==> src/rtl/uart_runner.sv <==
`timescale 1ns/1ps
// uart_runner: 8N1 UART transceiver with optional internal loopback.
//
// Ports
//   clk_i          system clock, rising edge
//   rst_ni         asynchronous active-low reset
//   tx_data_i      byte to transmit
//   tx_valid_i     transmit request (accepted when tx_ready_o is also high)
//   tx_ready_o     transmitter idle
//   txd_o          serial transmit line, idles high
//   rxd_i          serial receive line (asynchronous)
//   loopback_i     1: receiver listens to txd_o instead of rxd_i
//   rx_data_o      last correctly received byte
//   rx_valid_o     one-cycle pulse when rx_data_o updates
//   rx_frame_err_o one-cycle pulse on a bad stop bit
//
// Transmitter states
//   TX_IDLE  | line high, ready for a byte
//   TX_START | driving start bit (0)
//   TX_DATA  | shifting out data bits, LSB first
//   TX_STOP  | driving stop bit (1)
//
// Receiver states
//   RX_IDLE  | waiting for a low on the synchronised line
//   RX_START | timing to the start-bit centre to reject glitches
//   RX_DATA  | sampling 8 data bits at their centres
//   RX_STOP  | sampling the stop bit
//   RX_BREAK | bad stop bit seen, waiting for the line to return high
module uart_runner #(
  parameter int CLK_FREQ_HZ  = 100_000_000,
  parameter int BAUD_RATE    = 115_200,
  // Must be at least 4 so the half-bit timer is non-zero.
  parameter int CLKS_PER_BIT = CLK_FREQ_HZ / BAUD_RATE
) (
  input  logic       clk_i,
  input  logic       rst_ni,
  input  logic [7:0] tx_data_i,
  input  logic       tx_valid_i,
  output logic       tx_ready_o,
  output logic       txd_o,
  input  logic       rxd_i,
  input  logic       loopback_i,
  output logic [7:0] rx_data_o,
  output logic       rx_valid_o,
  output logic       rx_frame_err_o
);

  localparam int CW = $clog2(CLKS_PER_BIT);
  localparam logic [CW-1:0] BIT_LAST  = CW'(CLKS_PER_BIT - 1);
  localparam logic [CW-1:0] HALF_LAST = CW'(CLKS_PER_BIT / 2 - 1);
  localparam logic [CW-1:0] TMR_ONE   = CW'(1);

  typedef enum logic [1:0] {TX_IDLE, TX_START, TX_DATA, TX_STOP} tx_state_t;
  typedef enum logic [2:0] {RX_IDLE, RX_START, RX_DATA, RX_STOP, RX_BREAK} rx_state_t;

  tx_state_t     tx_state;
  logic [CW-1:0] tx_tmr;
  logic [2:0]    tx_idx;
  logic [7:0]    tx_shift;

  rx_state_t     rx_state;
  logic [CW-1:0] rx_tmr;
  logic [2:0]    rx_idx;
  logic [7:0]    rx_shift;
  logic [1:0]    sync;
  logic          rx_bit;

  // Transmitter. txd_o is loaded one bit ahead so the line changes exactly
  // on the timer terminal count; the first bit starts on the accept edge.
  always_ff @(posedge clk_i or negedge rst_ni) begin
    if (!rst_ni) begin
      tx_state   <= TX_IDLE;
      tx_tmr     <= '0;
      tx_idx     <= '0;
      tx_shift   <= '0;
      txd_o      <= 1'b1;
      tx_ready_o <= 1'b1;
    end else begin
      case (tx_state)
        TX_IDLE: begin
          if (tx_valid_i && tx_ready_o) begin
            tx_shift   <= tx_data_i;
            tx_tmr     <= BIT_LAST;
            tx_ready_o <= 1'b0;
            txd_o      <= 1'b0;
            tx_state   <= TX_START;
          end
        end
        TX_START: begin
          if (tx_tmr == '0) begin
            tx_tmr   <= BIT_LAST;
            tx_idx   <= '0;
            txd_o    <= tx_shift[0];
            tx_state <= TX_DATA;
          end else begin
            tx_tmr <= tx_tmr - TMR_ONE;
          end
        end
        TX_DATA: begin
          if (tx_tmr == '0) begin
            tx_tmr <= BIT_LAST;
            if (tx_idx == 3'd7) begin
              txd_o    <= 1'b1;
              tx_state <= TX_STOP;
            end else begin
              tx_idx   <= tx_idx + 3'd1;
              tx_shift <= {1'b0, tx_shift[7:1]};
              txd_o    <= tx_shift[1];
            end
          end else begin
            tx_tmr <= tx_tmr - TMR_ONE;
          end
        end
        TX_STOP: begin
          if (tx_tmr == '0) begin
            tx_ready_o <= 1'b1;
            tx_state   <= TX_IDLE;
          end else begin
            tx_tmr <= tx_tmr - TMR_ONE;
          end
        end
        default: tx_state <= TX_IDLE;
      endcase
    end
  end

  // Two-flop synchroniser; resets to the idle line level so no false start.
  always_ff @(posedge clk_i or negedge rst_ni) begin
    if (!rst_ni) sync <= 2'b11;
    else         sync <= {sync[0], loopback_i ? txd_o : rxd_i};
  end

  assign rx_bit = sync[1];

  always_ff @(posedge clk_i or negedge rst_ni) begin
    if (!rst_ni) begin
      rx_state       <= RX_IDLE;
      rx_tmr         <= '0;
      rx_idx         <= '0;
      rx_shift       <= '0;
      rx_data_o      <= '0;
      rx_valid_o     <= 1'b0;
      rx_frame_err_o <= 1'b0;
    end else begin
      rx_valid_o     <= 1'b0;
      rx_frame_err_o <= 1'b0;
      case (rx_state)
        RX_IDLE: begin
          if (!rx_bit) begin
            rx_tmr   <= HALF_LAST;
            rx_state <= RX_START;
          end
        end
        RX_START: begin
          if (rx_tmr == '0) begin
            if (rx_bit) begin
              rx_state <= RX_IDLE;
            end else begin
              rx_tmr   <= BIT_LAST;
              rx_idx   <= '0;
              rx_state <= RX_DATA;
            end
          end else begin
            rx_tmr <= rx_tmr - TMR_ONE;
          end
        end
        RX_DATA: begin
          if (rx_tmr == '0) begin
            rx_tmr   <= BIT_LAST;
            rx_shift <= {rx_bit, rx_shift[7:1]};
            if (rx_idx == 3'd7) rx_state <= RX_STOP;
            else                rx_idx   <= rx_idx + 3'd1;
          end else begin
            rx_tmr <= rx_tmr - TMR_ONE;
          end
        end
        RX_STOP: begin
          if (rx_tmr == '0) begin
            if (rx_bit) begin
              rx_data_o  <= rx_shift;
              rx_valid_o <= 1'b1;
              rx_state   <= RX_IDLE;
            end else begin
              rx_frame_err_o <= 1'b1;
              rx_state       <= RX_BREAK;
            end
          end else begin
            rx_tmr <= rx_tmr - TMR_ONE;
          end
        end
        RX_BREAK: begin
          if (rx_bit) rx_state <= RX_IDLE;
        end
        default: rx_state <= RX_IDLE;
      endcase
    end
  end

endmodule

==> config.mk <==
export PLATFORM = sky130hd
export DESIGN_NAME = uart_runner
export DESIGN_NICKNAME = d
export VERILOG_FILES = /design/src/rtl/uart_runner.sv
export SDC_FILE = /design/constraint.sdc
export NUM_CORES = 1
export LEC_CHECK = 0
export ABC_AREA = 1
export CORE_MARGIN = 2
export CORE_UTILIZATION = 35
export DETAILED_ROUTE_END_ITERATION = 10
export GPL_ROUTABILITY_DRIVEN = 0
export MAX_ROUTING_LAYER = met4
export PLACE_DENSITY = 0.64
export SYNTH_ARGS = -nofsm -noshare
export SYNTH_HDL_FRONTEND = slang
export SYNTH_SLANG_ARGS = --single-unit
==> constraint.sdc <==
create_clock -name clk_i -period 2.6 [get_ports clk_i]
set_input_delay 0.52 -clock clk_i [delete_from_list [all_inputs] [get_ports clk_i]]
set_output_delay 0.52 -clock clk_i [all_outputs]
set_load 0.1 [all_outputs]
Word level (Yosys, flattened, before mapping) --
Cells that the tools add are included.
Storage, ports and cells: register bits after elaboration 61, output and inout bits 12, logic and storage cells 119
Operators by class: $add $sub $neg 4, equality and inequality tests 26, muxes and demuxes 52, reductions and logical operators 23
Operators with widths (count):
- $mux W10 | 8
- $mux W3 | 14
- $pmux W10 S4 | 1
- $ne A2 B2 Y1 const B | 16
- $pmux W10 S3 | 1
- $mux W8 | 3
- $logic_not A10 Y1 | 2
- $sub A10 B1 Y10 const B | 2
- $pmux W8 S2 | 1
- $reduce_and A4 Y1 | 4
- $pmux W3 S5 | 1
- $mux W1 | 12
- $mux W2 | 6
- $pmux W3 S2 | 2
- $reduce_and A5 Y1 | 2
- $eq A3 B3 Y1 const B | 3
- $pmux W2 S4 | 1
- $reduce_bool A2 Y1 | 4
- $add A3 B1 Y3 const B | 2
- $eq A3 B2 Y1 const B | 2
- $reduce_and A3 Y1 | 2
- $reduce_and A6 Y1 | 1
- $eq A2 B2 Y1 const B | 2
- $reduce_and A2 Y1 | 2
- other kinds (11) | 11

Longest topological paths before layout --
word-level depth 4, depth in mapped cells 11, depth with buffers taken out 11

Worst setup path before layout --
Ideal clock, no wire load.
path type register to register, start point register tx_ready_o, end point register tx_shift[0], library setup time 0.119 ns, arrival 1.598 ns, data required time 2.481 ns, slack 0.883 ns, stages on the path, launching flop included 7, path buffers 0, path through dfstp_2 > a21oi_2 > inv_2 > nand2_1 > nor2_8 > nand2_1 > o21a_1
Between the ends: cells in the longest elaborated chain, start to end 3
RTL lines:
- start, declared | line 39 | output logic tx_ready_o,
- start signal, assigned | line 77 | tx_ready_o <= 1'b1;
- start signal, assigned | line 84 | tx_ready_o <= 1'b0;
- start signal, assigned | line 116 | tx_ready_o <= 1'b1;
- $logic_and A1 B1 Y1 | line 81 | if (tx_valid_i && tx_ready_o) begin
- $ne A2 B2 Y1 (no line)
- $reduce_and A4 Y1 (no line)
- end signal, assigned | line 82 | tx_shift <= tx_data_i;
- end signal, assigned | line 107 | tx_shift <= {1'b0, tx_shift[7:1]};
- end, declared | line 59 | logic [7:0] tx_shift;
Every way passes these cells. A chain may end at the register's enable or synchronous reset.

Worst setup path in the final report --
start point register tx_tmr[0], end point register tx_shift[0]
Between the ends: cells in the longest elaborated chain, start to end 3
RTL lines:
- start, declared | line 57 | logic [CW-1:0] tx_tmr;
- start signal, assigned | line 96 | tx_tmr <= tx_tmr - TMR_ONE;
- start signal, assigned | line 111 | tx_tmr <= tx_tmr - TMR_ONE;
- start signal, assigned | line 119 | tx_tmr <= tx_tmr - TMR_ONE;
- $logic_not A10 Y1 | line 100 | if (tx_tmr == '0) begin
- $ne A2 B2 Y1 (no line)
- $reduce_and A4 Y1 (no line)
Every way passes these cells.

==> summary.md <==
| Metric | Value |
|---|---|
| Layout cell share with drive strength beyond 1 | `16.6%` |
| Final setup margin | `0.558 ns` |
| Period utilisation layout | `78.5%` |
| Slew Viols, Final | `0` |
| Peak supply drop | `0.263 mV` |
| Max FO, Critical Path | `13` |
| Layout filler cell count | `904` |
| Post-synth ARST share | `100%` |
| Starting Density | `35.7%` |
| # setup viols final | `0` |
| Setup crit start kind | `register` |
| Row cnt | `35` |
| Hold buffers post-CTS | `0` |
| Port Buffers | `24` |
| Final hold vios | `0` |
| Core area | `9150 µm²` |
| Tot GR Track Use | `14.4%` |
| Post_cts resized | `0` |
| DRT Pass-1 Iters | `4` |
| Post-DP HPWL | `4.60 mm` |
| Wirelength per Cell | `11.3 µm` |
| Syn_area_per_cell | `7.77 µm²` |
| Syn_nets | `444` |
| CTS sink cnt | `61` |
| Synthesized area | `3260 µm²` |
| CTS H-tree depth | `3` |
| Outcome | `complete, no violations` |
| TritonCTS buffer count | `9` |
| Hold Crit Class | `input port to async pin` |
| Synth Flop Type | `dfrtp_1` |
| Antenna violations before repair | `0` |
| Drt first-iter violations | `110` |
| P_leak | `0.00194 µW` |
| Top Ports | `25` |
| Nets | `476` |
| CTS root buffer | `clkbuf_8` |
| Total power | `1950 µW` |
| Reg-to-reg critical path endpoint | `tx_shift[0]` |
| Worst r2r src | `tx_tmr[0]` |
| Grt ovf | `0` |
| Clk slew on worst S/H paths | `0.07 ns` |
| Antenna Cells | `0` |
| Max Cap Viol | `0` |
| Worst EP arrival | `2.27 ns` |
| CTS tree | `yes` |
| Mapped Cells | `420` |
| Layout area overhead | `17.5%` |
| Pwr dens | `508 nW/µm²` |
| Pin count of the biggest net entering global routing | `62` |
| Longest Clk Path Bufs | `2` |
| Setup bufs post-CTS | `0` |
| Share of the yosys chip area belonging to registers | `46.9%` |
| Yosys warnings | `0` |
| DR vias | `2705` |
| Worst path required time | `2.83 ns` |
| Max Clk Rate | `490 MHz` |
| Count of different cell masters after synthesis | `32` |
| Slew Limit Headroom | `70.1%` |
| Period minus WS final | `2.04 ns` |
| R2R cell count | `10` |
| Vias per cell | `4.76` |
| Routed WL | `6.42 mm` |
| Die Width | `101 µm` |
| Reg2reg setup slack | `0.56 ns` |
| # DRC | `0` |
| Worst slew pin tran | `0.447 ns` |
| Antenna Nets Post-Route | `0` |
| Crit end category | `register` |
| Final setup TNS | `0 ns` |
| Setup CP Type | `register to register` |
| Number of synthesized flops with an enable pin | `0` |
| Die Ht | `101 µm` |
| Post-synthesis register bit count | `61` |
| Pre-CTS setup slack | `0.557 ns` |
| Global-route wire length before repair | `11.6 mm` |
| RSZ-0062 raised after global routing | `false` |
| Clock skew | `0.00940 ns` |
| Skew-Pair Late Insertion Delay | `0.33 ns` |
| Die area | `10100 µm²` |
| Number of global-route vias before repair | `2665` |
==> worst max path at each step <==
stage                    to  slack, ns       start
2_1_floorplan   tx_shift[0]       0.88  tx_ready_o
3_3_place_gp   rx_data_o[1]       0.65   rx_tmr[0]
3_5_place_dp   rx_data_o[5]       0.56   rx_tmr[1]
4_1_cts        rx_data_o[1]       0.54   rx_tmr[1]
5_1_grt        rx_data_o[4]       0.30   rx_tmr[1]
6_report        tx_shift[0]       0.56   tx_tmr[0]
==> per-layer routing <==
metal / track usage, % / vias up / wire (µm)
met5: - / - / 0
met4: 4.53 / 0 / 64
met3: 3.95 / 7 / 300
met2: 23.3 / 51 / 3040
met1: 17.6 / 1232 / 3010
li1: - / 1415 / -
==> cells in the mapped netlist (2+ instances only) <==
cell type / instances / share of area [%]
nand2_1: 128 / 15
dfrtp_1: 57 / 44
nor2_1: 36 / 4.1
inv_1: 32 / 3.7
o21ai_1: 31 / 4.8
nand3_1: 27 / 4.1
inv_2: 22 / 2.5
o21ai_0: 12 / 1.8
a21oi_1: 11 / 1.7
ha_1: 11 / 4.2
o21ai_2: 8 / 2.1
xor2_1: 6 / 1.6
nand4_1: 5 / 0.96
dfstp_2: 4 / 3.2
a22oi_1: 3 / 0.69
buf_2: 3 / 0.46
nand2_2: 3 / 0.57
nor2_2: 3 / 0.57
nor3_1: 3 / 0.46
clkinv_1: 2 / 0.23
nand3_2: 2 / 0.61
==> registers in the layout (all words and copies together) (netlist names) <==
register,cells
rx_frame_err_o,1
rx_tmr,10
rx_shift,8
tx_state,2
rx_data_o,8
tx_ready_o,1
tx_idx,3
rx_idx,3
txd_o,1
rx_valid_o,1
sync,2
tx_tmr,10
tx_shift,8
rx_state,3
==> placed cells by master, fill, tap and decap left out, types with 3 or more instances in the layout <==
master	count
xor2_1	6
nand2_1	128
a22oi_1	3
nand4_1	5
o21ai_1	31
dfstp_2	4
nor3_1	3
o21ai_2	8
clkbuf_8	11
inv_1	32
nor2_1	36
ha_1	11
nand3_1	27
a21oi_1	11
o21ai_0	12
nand2_2	3
buf_4	13
clkdlybuf4s50_1	11
dfrtp_1	57
nor2_2	3
inv_2	22
==> where the power goes <==
group	switching (µW)	internal (µW)	total, µW	leakage (µW)
Combinational	25.4	21.9	47.3	0.00106
Clock	357	589	946	0.000116
Sequential	1.80	952	954	0.000771
Total	384	1560	1950	0.00194
==> worst max-delay path: stages (launching register included) <==
cell	delay, ns
dfrtp_1	0.37
inv_1	0.12
ha_1	0.16
nand3_1	0.07
nor2_1	0.15
nand2_1	0.31
nand2_1	0.14
nand2_1	0.23
nor2_8	0.23
nand2_1	0.07
o21a_1	0.10
==> stage by stage <==
step	cells	hold slack [ns]	instance area, µm²	util [%]
floorplan	420	0.224	3260	-
global placement	552	0.346	3610	39.4
detailed placement	552	0.347	3610	39.4
CTS	568	0.192	3830	41.9
global route	568	0.213	3830	41.9
finish	568	0.167	3830	41.9
==> cells by family after synthesis <==
logic type      count (synthesis)  synth area share (%)
simple gates                  209                  27.1
compound gates                 71                  12.6
buf+inv                        61                  7.24
flops                          61                  46.9
fa+ha+maj                      11                  4.22
xor+xnor                        6                  1.61
mux                             1                 0.345
==> final cells by class <==
type | count | area, µm² | share of cell area, %
Sequential cell | 61 | 1530 | 39.9
Multi-Input combinational cell | 298 | 1500 | 39.0
Timing Repair Buffer | 26 | 233 | 6.07
Inverter | 56 | 210 | 5.48
Clock buffer | 12 | 155 | 4.05
Tap cell | 111 | 139 | 3.62
Clock inverter | 4 | 70.1 | 1.83
Power figures use the tool's default switching activity.
